[src/rtl/wall_pkg.sv]
// Shared types and constants for the wall scroller and its per-slot sub-module.
package wall_pkg;

  localparam int COORD_W      = 8;
  localparam int DEF_SCREEN_W = 160;
  localparam int DEF_WALL_W   = 8;
  localparam int DEF_BIRD_X   = 40;

  typedef enum logic [1:0] {
    IDLE = 2'd0,
    MOVE = 2'd1,
    REQ  = 2'd2
  } state_t;

  function automatic logic [COORD_W-1:0] clamp_height(input logic [COORD_W-1:0] h,
                                                      input logic [COORD_W-1:0] lim);
    clamp_height = (h > lim) ? lim : h;
  endfunction

endpackage

[src/rtl/wall_slot.sv]
// One wall slot: x/h/active registers, per-frame move with retirement, and
// combinational pass detection against the bird column.
module wall_slot
  import wall_pkg::*;
#(
  parameter int WALL_W = DEF_WALL_W,
  parameter int BIRD_X = DEF_BIRD_X
) (
  input  logic               clk,
  input  logic               reset,
  input  logic               move,
  input  logic               load,
  input  logic [COORD_W-1:0] load_x,
  input  logic [COORD_W-1:0] load_h,
  input  logic [COORD_W-1:0] speed,
  output logic [COORD_W-1:0] x,
  output logic [COORD_W-1:0] h,
  output logic               active,
  output logic [COORD_W-1:0] x_nxt,
  output logic               active_nxt,
  output logic               pass
);

  localparam logic [COORD_W:0] WALL_W_E = WALL_W[COORD_W:0];
  localparam logic [COORD_W:0] BIRD_X_E = BIRD_X[COORD_W:0];

  logic [COORD_W-1:0] x_r, h_r;
  logic               active_r;

  // Moved position, retirement and pass detection for the current MOVE cycle.
  // Walls within one width of the left edge retire before any subtraction,
  // so x never wraps below zero.
  always_comb begin
    x_nxt      = x_r;
    active_nxt = active_r;
    pass       = 1'b0;
    if (move && active_r) begin
      if ({1'b0, x_r} <= WALL_W_E) begin
        x_nxt      = '0;
        active_nxt = 1'b0;
      end else begin
        x_nxt = x_r - speed;
        pass  = (({1'b0, x_r} + WALL_W_E) > BIRD_X_E) &&
                (({1'b0, x_nxt} + WALL_W_E) <= BIRD_X_E);
      end
    end else begin
      pass = 1'b0;
    end
  end

  // Slot registers: spawn load, per-frame move/retire.
  always_ff @(posedge clk) begin
    if (reset) begin
      x_r      <= '0;
      h_r      <= '0;
      active_r <= 1'b0;
    end else if (load) begin
      x_r      <= load_x;
      h_r      <= load_h;
      active_r <= 1'b1;
    end else if (move) begin
      x_r      <= x_nxt;
      h_r      <= active_nxt ? h_r : '0;
      active_r <= active_nxt;
    end
  end

  assign x      = x_r;
  assign h      = h_r;
  assign active = active_r;

endmodule

[src/rtl/wall_scroller.sv]
// Wall scroller top: IDLE/MOVE/REQ FSM, spawn slot select, score and speed.
// Optional speed-up is enabled by defining WALL_SCROLLER_SPEEDUP_EN.
module wall_scroller
  import wall_pkg::*;
#(
  parameter int NUM_WALLS  = 2,
  parameter int SCREEN_W   = DEF_SCREEN_W,
  parameter int WALL_W     = DEF_WALL_W,
  parameter int SPACING    = 80,
  parameter int BIRD_X     = DEF_BIRD_X,
  parameter int MAX_HEIGHT = 100,
  parameter int MAX_SPEED  = 4
) (
  input  logic                         clk,
  input  logic                         reset,
  input  logic                         enable,
  input  logic                         frame_tick,
  input  logic [7:0]                   height_in,
  input  logic                         height_valid,
  output logic                         height_req,
  output logic [COORD_W*NUM_WALLS-1:0] wall_x,
  output logic [COORD_W*NUM_WALLS-1:0] wall_h,
  output logic [NUM_WALLS-1:0]         wall_active,
  output logic                         pass_pulse,
  output logic [7:0]                   score,
  output logic                         busy
);

  localparam logic [COORD_W-1:0] SPAWN_X     = SCREEN_W[COORD_W-1:0];
  localparam logic [COORD_W-1:0] SPAWN_LIMIT = COORD_W'(SCREEN_W - SPACING);
  localparam logic [COORD_W-1:0] H_LIMIT     = MAX_HEIGHT[COORD_W-1:0];
  // Speed never exceeds its ceiling, even in the fixed-speed build.
  localparam logic [COORD_W-1:0] BASE_SPEED  = (MAX_SPEED >= 1) ? 8'd1 : MAX_SPEED[COORD_W-1:0];

  state_t             state_r, state_nxt_s;
  logic               req_r, busy_r, pass_r;
  logic [7:0]         score_r;
  logic [COORD_W-1:0] speed_s;
  logic [COORD_W-1:0] x_nxt_s [NUM_WALLS];
  logic [NUM_WALLS-1:0] act_nxt_s, pass_s, load_s;
  logic               free_s, any_act_s, found_s, do_load_s, move_s;
  logic [COORD_W-1:0] max_x_s;

  assign move_s    = (state_r == MOVE);
  assign do_load_s = (state_r == REQ) && height_valid;

  for (genvar i = 0; i < NUM_WALLS; i++) begin : g_slot
    wall_slot #(.WALL_W(WALL_W), .BIRD_X(BIRD_X)) u_slot (
      .clk        (clk),
      .reset      (reset),
      .move       (move_s),
      .load       (load_s[i]),
      .load_x     (SPAWN_X),
      .load_h     (clamp_height(height_in, H_LIMIT)),
      .speed      (speed_s),
      .x          (wall_x[COORD_W*i +: COORD_W]),
      .h          (wall_h[COORD_W*i +: COORD_W]),
      .active     (wall_active[i]),
      .x_nxt      (x_nxt_s[i]),
      .active_nxt (act_nxt_s[i]),
      .pass       (pass_s[i])
    );
  end

  // Spacing survey on post-move positions, lowest-free-slot select, next state.
  always_comb begin
    free_s    = 1'b0;
    any_act_s = 1'b0;
    max_x_s   = '0;
    found_s   = 1'b0;
    load_s    = '0;
    for (int i = 0; i < NUM_WALLS; i++) begin
      free_s    = free_s | ~act_nxt_s[i];
      any_act_s = any_act_s | act_nxt_s[i];
      if (act_nxt_s[i] && (x_nxt_s[i] > max_x_s)) begin
        max_x_s = x_nxt_s[i];
      end else begin
        max_x_s = max_x_s;
      end
      load_s[i] = do_load_s && !wall_active[i] && !found_s;
      found_s   = found_s | ~wall_active[i];
    end
    state_nxt_s = state_r;
    case (state_r)
      IDLE: state_nxt_s = (frame_tick && enable) ? MOVE : IDLE;
      MOVE: state_nxt_s = (free_s && (!any_act_s || (max_x_s <= SPAWN_LIMIT))) ? REQ : IDLE;
      REQ:  state_nxt_s = height_valid ? IDLE : REQ;
      default: state_nxt_s = IDLE;
    endcase
  end

  // FSM state and registered handshake/status outputs.
  always_ff @(posedge clk) begin
    if (reset) begin
      state_r <= IDLE;
      req_r   <= 1'b0;
      busy_r  <= 1'b0;
      pass_r  <= 1'b0;
    end else begin
      state_r <= state_nxt_s;
      req_r   <= (state_nxt_s == REQ);
      busy_r  <= (state_nxt_s != IDLE);
      pass_r  <= move_s && (|pass_s);
    end
  end

`ifdef WALL_SCROLLER_SPEEDUP_EN
  logic [COORD_W-1:0] speed_r;
  assign speed_s = speed_r;
`else
  assign speed_s = BASE_SPEED;
`endif

  // Score counts at most one pass per frame; speed steps on every 8th pass.
  always_ff @(posedge clk) begin
    if (reset) begin
      score_r <= 8'd0;
`ifdef WALL_SCROLLER_SPEEDUP_EN
      speed_r <= BASE_SPEED;
`endif
    end else if (move_s && (|pass_s) && (score_r != 8'hFF)) begin
      score_r <= score_r + 8'd1;
`ifdef WALL_SCROLLER_SPEEDUP_EN
      if ((score_r[2:0] == 3'b111) && (speed_r < MAX_SPEED[COORD_W-1:0])) begin
        speed_r <= speed_r + 8'd1;
      end
`endif
    end
  end

  assign height_req = req_r;
  assign busy       = busy_r;
  assign pass_pulse = pass_r;
  assign score      = score_r;

endmodule
[config.mk]
export PLATFORM = sky130hd
export DESIGN_NAME = wall_scroller
export DESIGN_NICKNAME = d
export VERILOG_FILES = /design/src/rtl/wall_pkg.sv /design/src/rtl/wall_slot.sv /design/src/rtl/wall_scroller.sv
export SDC_FILE = /design/constraint.sdc
export NUM_CORES = 1
export LEC_CHECK = 0
export BUFFER_PORTS_ARGS = -buffer_cell sky130_fd_sc_hd__buf_2
export CORE_UTILIZATION = 45
export DETAILED_ROUTE_END_ITERATION = 7
export GPL_TIMING_DRIVEN = 0
export PLACE_DENSITY_LB_ADDON = 0.3
export SLEW_MARGIN = 20
export SYNTH_ARGS = -nofsm -noshare
export SYNTH_HDL_FRONTEND = slang
export SYNTH_SLANG_ARGS = --single-unit
[constraint.sdc]
create_clock -name clk -period 4 [get_ports clk]
set_input_delay 0.8 -clock clk [delete_from_list [all_inputs] [get_ports clk]]
set_output_delay 0.8 -clock clk [all_outputs]
set_load 0.01 [all_outputs]
Word level (Yosys, flattened, before mapping). Index checks and enable logic that the tools add are counted.

$add $sub $neg: 7. $lt $le $gt $ge: 10. Eq/ne operators: 6. Multiplexer cells: 33. Bitwise logic cells: 4. Reduce and logical (&&, ||, !) cells: 27.

Operators by type and width (count): $mux W8 (17); $add A8 B4 Y9 const B (4); $gt A9 B6 Y1 const B (2); $le A9 B6 Y1 const B (2); $le A8 B4 Y1 const B (2); $sub A8 B1 Y8 const B (2); $logic_and A1 B1 Y1 (14); $mux W1 (13); $add A8 B1 Y8 const B (1); $gt A8 B1 Y1 const B (1); $gt A8 B7 Y1 const B (1); $gt A8 B8 Y1 (1); $le A8 B7 Y1 const B (1); $ne A8 B8 Y1 const B (1); $pmux W2 S3 (1); $reduce_bool A2 Y1 (3); $reduce_or A2 Y1 (3); $eq A2 B2 Y1 const B (2); $mux W2 (2); $ne A2 B1 Y1 const B (2); $reduce_and A2 Y1 (2); $logic_not A1 Y1 (3); $eq A2 B1 Y1 const B (1); $logic_not A2 Y1 (1); 3 further kinds (5).

Bits in registers: 47. Input port bits: 13. Output and inout bits: 45. Word-level logic and storage cells: 100.

Longest topological paths before layout.
Depth after elaboration: 15. Mapped depth: 15. Depth with buffers taken out: 14.

Cells and area by module. Synthesis repeated with hierarchy kept, for this count alone.

Cells, all modules: 386. Area total of the unflattened synthesis: 3203.1 µm².

By module, submodules not included: wall_slot at g_slot[1].u_slot (times used 1, cells each 138, area each 1163.6 µm², seq. area each 340.3 µm²); wall_slot at g_slot[0].u_slot (times used 1, cells each 139, area each 1153.6 µm², seq. area each 340.3 µm²); wall_scroller (times used 1, cells each 109, area each 885.8 µm², seq. area each 260.2 µm²).

Worst setup path before layout. No wires, ideal clock.

Kind: reg2reg. From: register g_slot[0].u_slot.x_r[3]. To: register req_r, in the netlist height_req. Setup time: 151 ps. Arrival time: 3022 ps. Data required time: 3849 ps. Path slack: 827 ps. Stages on the path, launching flop included: 15. Buffers on the path: 1. Period minus slack after synthesis: 3173 ps. Path through: dfxtp_1 buf_2 inv_1 ha_1 or4b_1 or3_1 o21ai_0 nand2_1 ha_1 a21o_1 a21oi_1 nor2b_1 o311a_1 o311ai_1 o311ai_0.

Longest elaborated chain between the ends: 15. Elaborated cells between the ends (all ways): 22. Those cells by class: add/sub (1); order compare (4); eq/ne (1); mux (8); bitwise (3); reduce/logical (5).

Ends and longest elaborated chain: start, declared (RTL line wall_slot.sv:27) `logic [COORD_W-1:0] x_r, h_r;`; start signal, assigned (RTL line wall_slot.sv:58) `x_r <= load_x;`; start signal, assigned (RTL line wall_slot.sv:62) `x_r <= x_nxt;`; $sub A8 B1 Y8 or $le A8 B4 Y1 (tied branches) (RTL line wall_slot.sv:42, wall_slot.sv:38); $mux W8 (RTL line wall_slot.sv:38) `if ({1'b0, x_r} <= WALL_W_E) begin`; $mux W8 (RTL line wall_slot.sv:37) `if (move && active_r) begin`; $gt A8 B1 Y1 (RTL line wall_scroller.sv:75) `if (act_nxt_s[i] && (x_nxt_s[i] > max_x_s)) begin`; $logic_and A1 B1 Y1 (RTL line wall_scroller.sv:75); $mux W8 (RTL line wall_scroller.sv:75); $gt A8 B8 Y1 (RTL line wall_scroller.sv:75); $logic_and A1 B1 Y1 (RTL line wall_scroller.sv:75); $mux W8 (RTL line wall_scroller.sv:75); $le A8 B7 Y1 (RTL line wall_scroller.sv:86) `MOVE: state_nxt_s = (free_s && (!any_act_s || (max_x_s <= SPAWN_LIMIT))) ? REQ : IDLE;`; $logic_or A1 B1 Y1 (RTL line wall_scroller.sv:86); $logic_and A1 B1 Y1 * (RTL line wall_scroller.sv:86); $mux W2 * (RTL line wall_scroller.sv:86); $pmux W2 S3 * (RTL line wall_scroller.sv:84) `case (state_r)`; $eq A2 B2 Y1 * (RTL line wall_scroller.sv:101) `req_r <= (state_nxt_s == REQ);`; end signal, assigned (RTL line wall_scroller.sv:101); end, declared (RTL line wall_scroller.sv:36) `logic req_r, busy_r, pass_r;`.

Every way passes the cells marked *; elsewhere a longest branch is shown, timed or not. A chain may end at the register's enable or synchronous reset.

Final worst setup path. Ends and elaborated chain as after synthesis.

==> impl_metrics.json <==
{
  "status": "finished, violations left",
  "violations": "design-rule violations",
  "ys_async_sr_fraction": 0,
  "synth_edf_count": 0,
  "drc_errors": 4,
  "synthesis.nets": 418,
  "antenna_found_initial": 0,
  "syn-mean-instance-area_sq_um": 7.943,
  "maxCapViolations": 0,
  "die_area_sq_um": 7129,
  "core-area_sq_um": 6459,
  "p_clk_frac": 0.391,
  "pin_count": 58,
  "drt_iter0_markers": 195,
  "fmax_ghz": 0.2866,
  "cp_slowest_cell": "or4b_1",
  "layout.nets": 481,
  "period_minus_slack_ps": 3489,
  "total_power_uw": 911.3,
  "cts_buffers": 5,
  "cts_root_buffer": "clkbuf_8",
  "synth.largest_area_cell": "dfxtp_1",
  "synth_compound_area_frac": 0.2234,
  "ctsHoldBuffers": 0,
  "ir_drop_uv": 150.7,
  "setup_viol": 0,
  "postCtsSetupRepairBufs": 0,
  "first_pass_iters": 8,
  "p_per_area_nw_per_um2": 257.4,
  "finalClockSkew_ps": 7.217,
  "slew_headroom": 0.4412,
  "synth_top_family_by_area": "simple AND/OR/NAND/NOR gates",
  "synth.distinct_cells": 62,
  "synth_top_flop_cell": "dfxtp_1",
  "required_ps": 4200,
  "ys_seq_area_frac": 0.3077,
  "diodes": 0,
  "grt_pass1_vias": 2699,
  "die_x_microns": 84.44,
  "cts_sinks": 47,
  "rows": 29,
  "cts_max_path_buffers": 2,
  "h-tree-depth": 2,
  "die_y_microns": 84.44,
  "start_kind": "register",
  "synth_adder_area_share": 0.08183,
  "multi_input_area_sq_um": 1962,
  "cp-end-kind": "register",
  "dp_hpwl_microns": 5909,
  "power_switching_uw": 229.3,
  "area_growth_pct": 15.79,
  "ant_nets": 0,
  "switching_share": 0.2516,
  "dp_worst_setup_slack_ps": 540.3,
  "fin_tns_setup_ps": 0,
  "fin_ws_ps": 510.6,
  "port_buffers": 56,
  "post-route-period-util": 0.8724,
  "pwr-share-seq": 0.523,
  "synth_area_sq_um": 3058,
  "clk_pin_slew_ps": 90,
  "synth.top_cell.area_share": 0.3077,
  "start_util": 0.4735,
  "grt_first_pass_wirelength_microns": 12900,
  "yosys-top-cells-area": "dfxtp_1 (31%), ha_1 (8.2%), nor2_1 (5.9%)",
  "regArea_sq_um": 940.9,
  "crit_path_max_incr_delay_ps": 530,
  "cp_max_fo": 10,
  "drive_gt1_frac": 0.1942,
  "cp_cell_sequence": "buf_2 > inv_1 > ha_1 > or4b_1 > or3_1 > o21ai_0 > nand2_1 > ha_1 > a21o_1 > a21oi_1 > nor2b_1 > o311ai_0 > o2111ai_1 > o311ai_0",
  "ys_ff_latch": 47,
  "yosysWarnings": 0,
  "path_class": "register to register",
  "grt.total_usage": 0.2218,
  "synth.mux.area_fraction": 0.02578,
  "synth_xor_area_frac": 0.01432,
  "critPathTopFamily": "compound AO/OA/AOI/OAI gates",
  "cp_data_arrival_time_ps": 3690,
  "grt_setup_unrepaired": "no",
  "grt_start_max_net_pins": 15,
  "grt_overflow": 0,
  "cts_resized": 0,
  "yosys.area_share.simple": 0.2962,
  "internal_power_uw": 682.0,
  "tritoncts": "yes",
  "slew_viol_final": 0,
  "syn_inst": 385,
  "crit_buf_inv": 2,
  "place.gp.congestion": 0.8445,
  "leakagePower_uw": 0.001487,
  "combinationalPowerShare": 0.085,
  "tightest_slew_ps": 836.3,
  "fillCellCount": 633,
  "routed_wirelength_microns": 7955,
  "wire_per_inst_microns": 15.15,
  "clock_latency_ps": 310,
  "mostFrequentLayoutCell": "buf_2",
  "hold_viol": 0,
  "vias": 3095,
  "final_cell_mix": "buf_2 (60), nor2_1 (48), dfxtp_1 (47)",
  "via_per_inst": 5.895,
  "hold_path_class": "register to register"
}
[cell usage after synthesis, types with 3 or more instances]
cell type,instances
ha_1,20
o21ai_0,22
nor4_1,4
nand4_1,4
and3_1,6
nand2_1,23
nor2_1,48
a21boi_0,3
a21oi_1,23
mux2_2,4
nand3b_1,3
inv_1,14
and3b_1,3
nor4b_1,5
a31o_2,3
clkbuf_1,18
mux2_1,3
nor3b_1,4
nand2b_1,8
nor3_1,16
nand3_1,9
a22oi_1,12
xnor2_1,4
o31ai_1,6
dfxtp_1,47
and2_1,4
buf_2,4
nor2b_1,16
or2_2,3
o311ai_0,3
o2111ai_1,3
[cells by family after synthesis]
kind of cell | count (synthesis)
XOR/XNOR | 5
AO/OA/AOI/OAI | 101
buffers and inverters | 38
flip-flops | 47
multiplexers | 7
AND/OR/NAND/NOR | 167
adder cells (fa/ha/maj) | 20
[worst register-to-register path: cells and delay by family (launching register included)]
family                     cells  cell delay [ps]
AOI/OAI and AO/OA              6             1300
buffers and inverters          2              270
and+or+nand+nor                4             1030
DFF                            1              340
adders and majority gates      2              470
[final cells by class]
type | count | share of cell area
timing repair buffer | 56 | 0.07915
multi-input combinational | 300 | 0.5541
buffer | 24 | 0.02898
inverter | 14 | 0.01484
clock inverter | 2 | 0.01060
tap | 77 | 0.02721
clock buffer | 5 | 0.01943
sequential | 47 | 0.2657
[power by group through the flow]
stage / logic, uW / clock network (uW) / registers (uW)
floorplan: 48.1 / 0 / 488
global placement: 75.2 / 0 / 487
detailed placement: 76.5 / 0 / 487
CTS: 76.8 / 360 / 477
global route: 86.1 / 375 / 477
finish: 77.9 / 357 / 477
[metrics by stage]
stage	std cells	hold WS (ps)	instance area, sq um	util
finish	525	454.9	3541	0.5482
global route	525	496.4	3541	0.5482
CTS	525	462.2	3541	0.5482
detailed placement	518	445.5	3435	0.5318
global placement	518	440.4	3435	0.5318
floorplan	385	476.2	3058	-
[path summary, 6_finish.rpt]
path                                            start  cells past startpoint  slack, ps                    end
worst min-delay path            g_slot[0].u_slot.h[6]                      2        450  g_slot[0].u_slot.h[6]
worst max register to register  g_slot[0].u_slot.x[3]                     14        510             height_req
worst min register to register  g_slot[0].u_slot.h[6]                      2        450  g_slot[0].u_slot.h[6]
worst max-delay path            g_slot[0].u_slot.x[3]                     14        510             height_req
[per-layer routing]
layer,GRT usage,up-vias,routed length (microns)
met2,0.3584,99,3630
li1,-,1527,-
met1,0.3055,1458,3715
met5,0,-,0
met3,0.03245,11,442
met4,0.07242,0,167
[state kept, by name, summed over array words and instances (netlist names)]
name                  cells
score                     8
g_slot.u_slot.x          16
state_r                   2
g_slot.u_slot.h          16
busy                      1
pass_pulse                1
g_slot.u_slot.active      2
height_req                1
No activity file was read; power rests on OpenSTA's default activity.
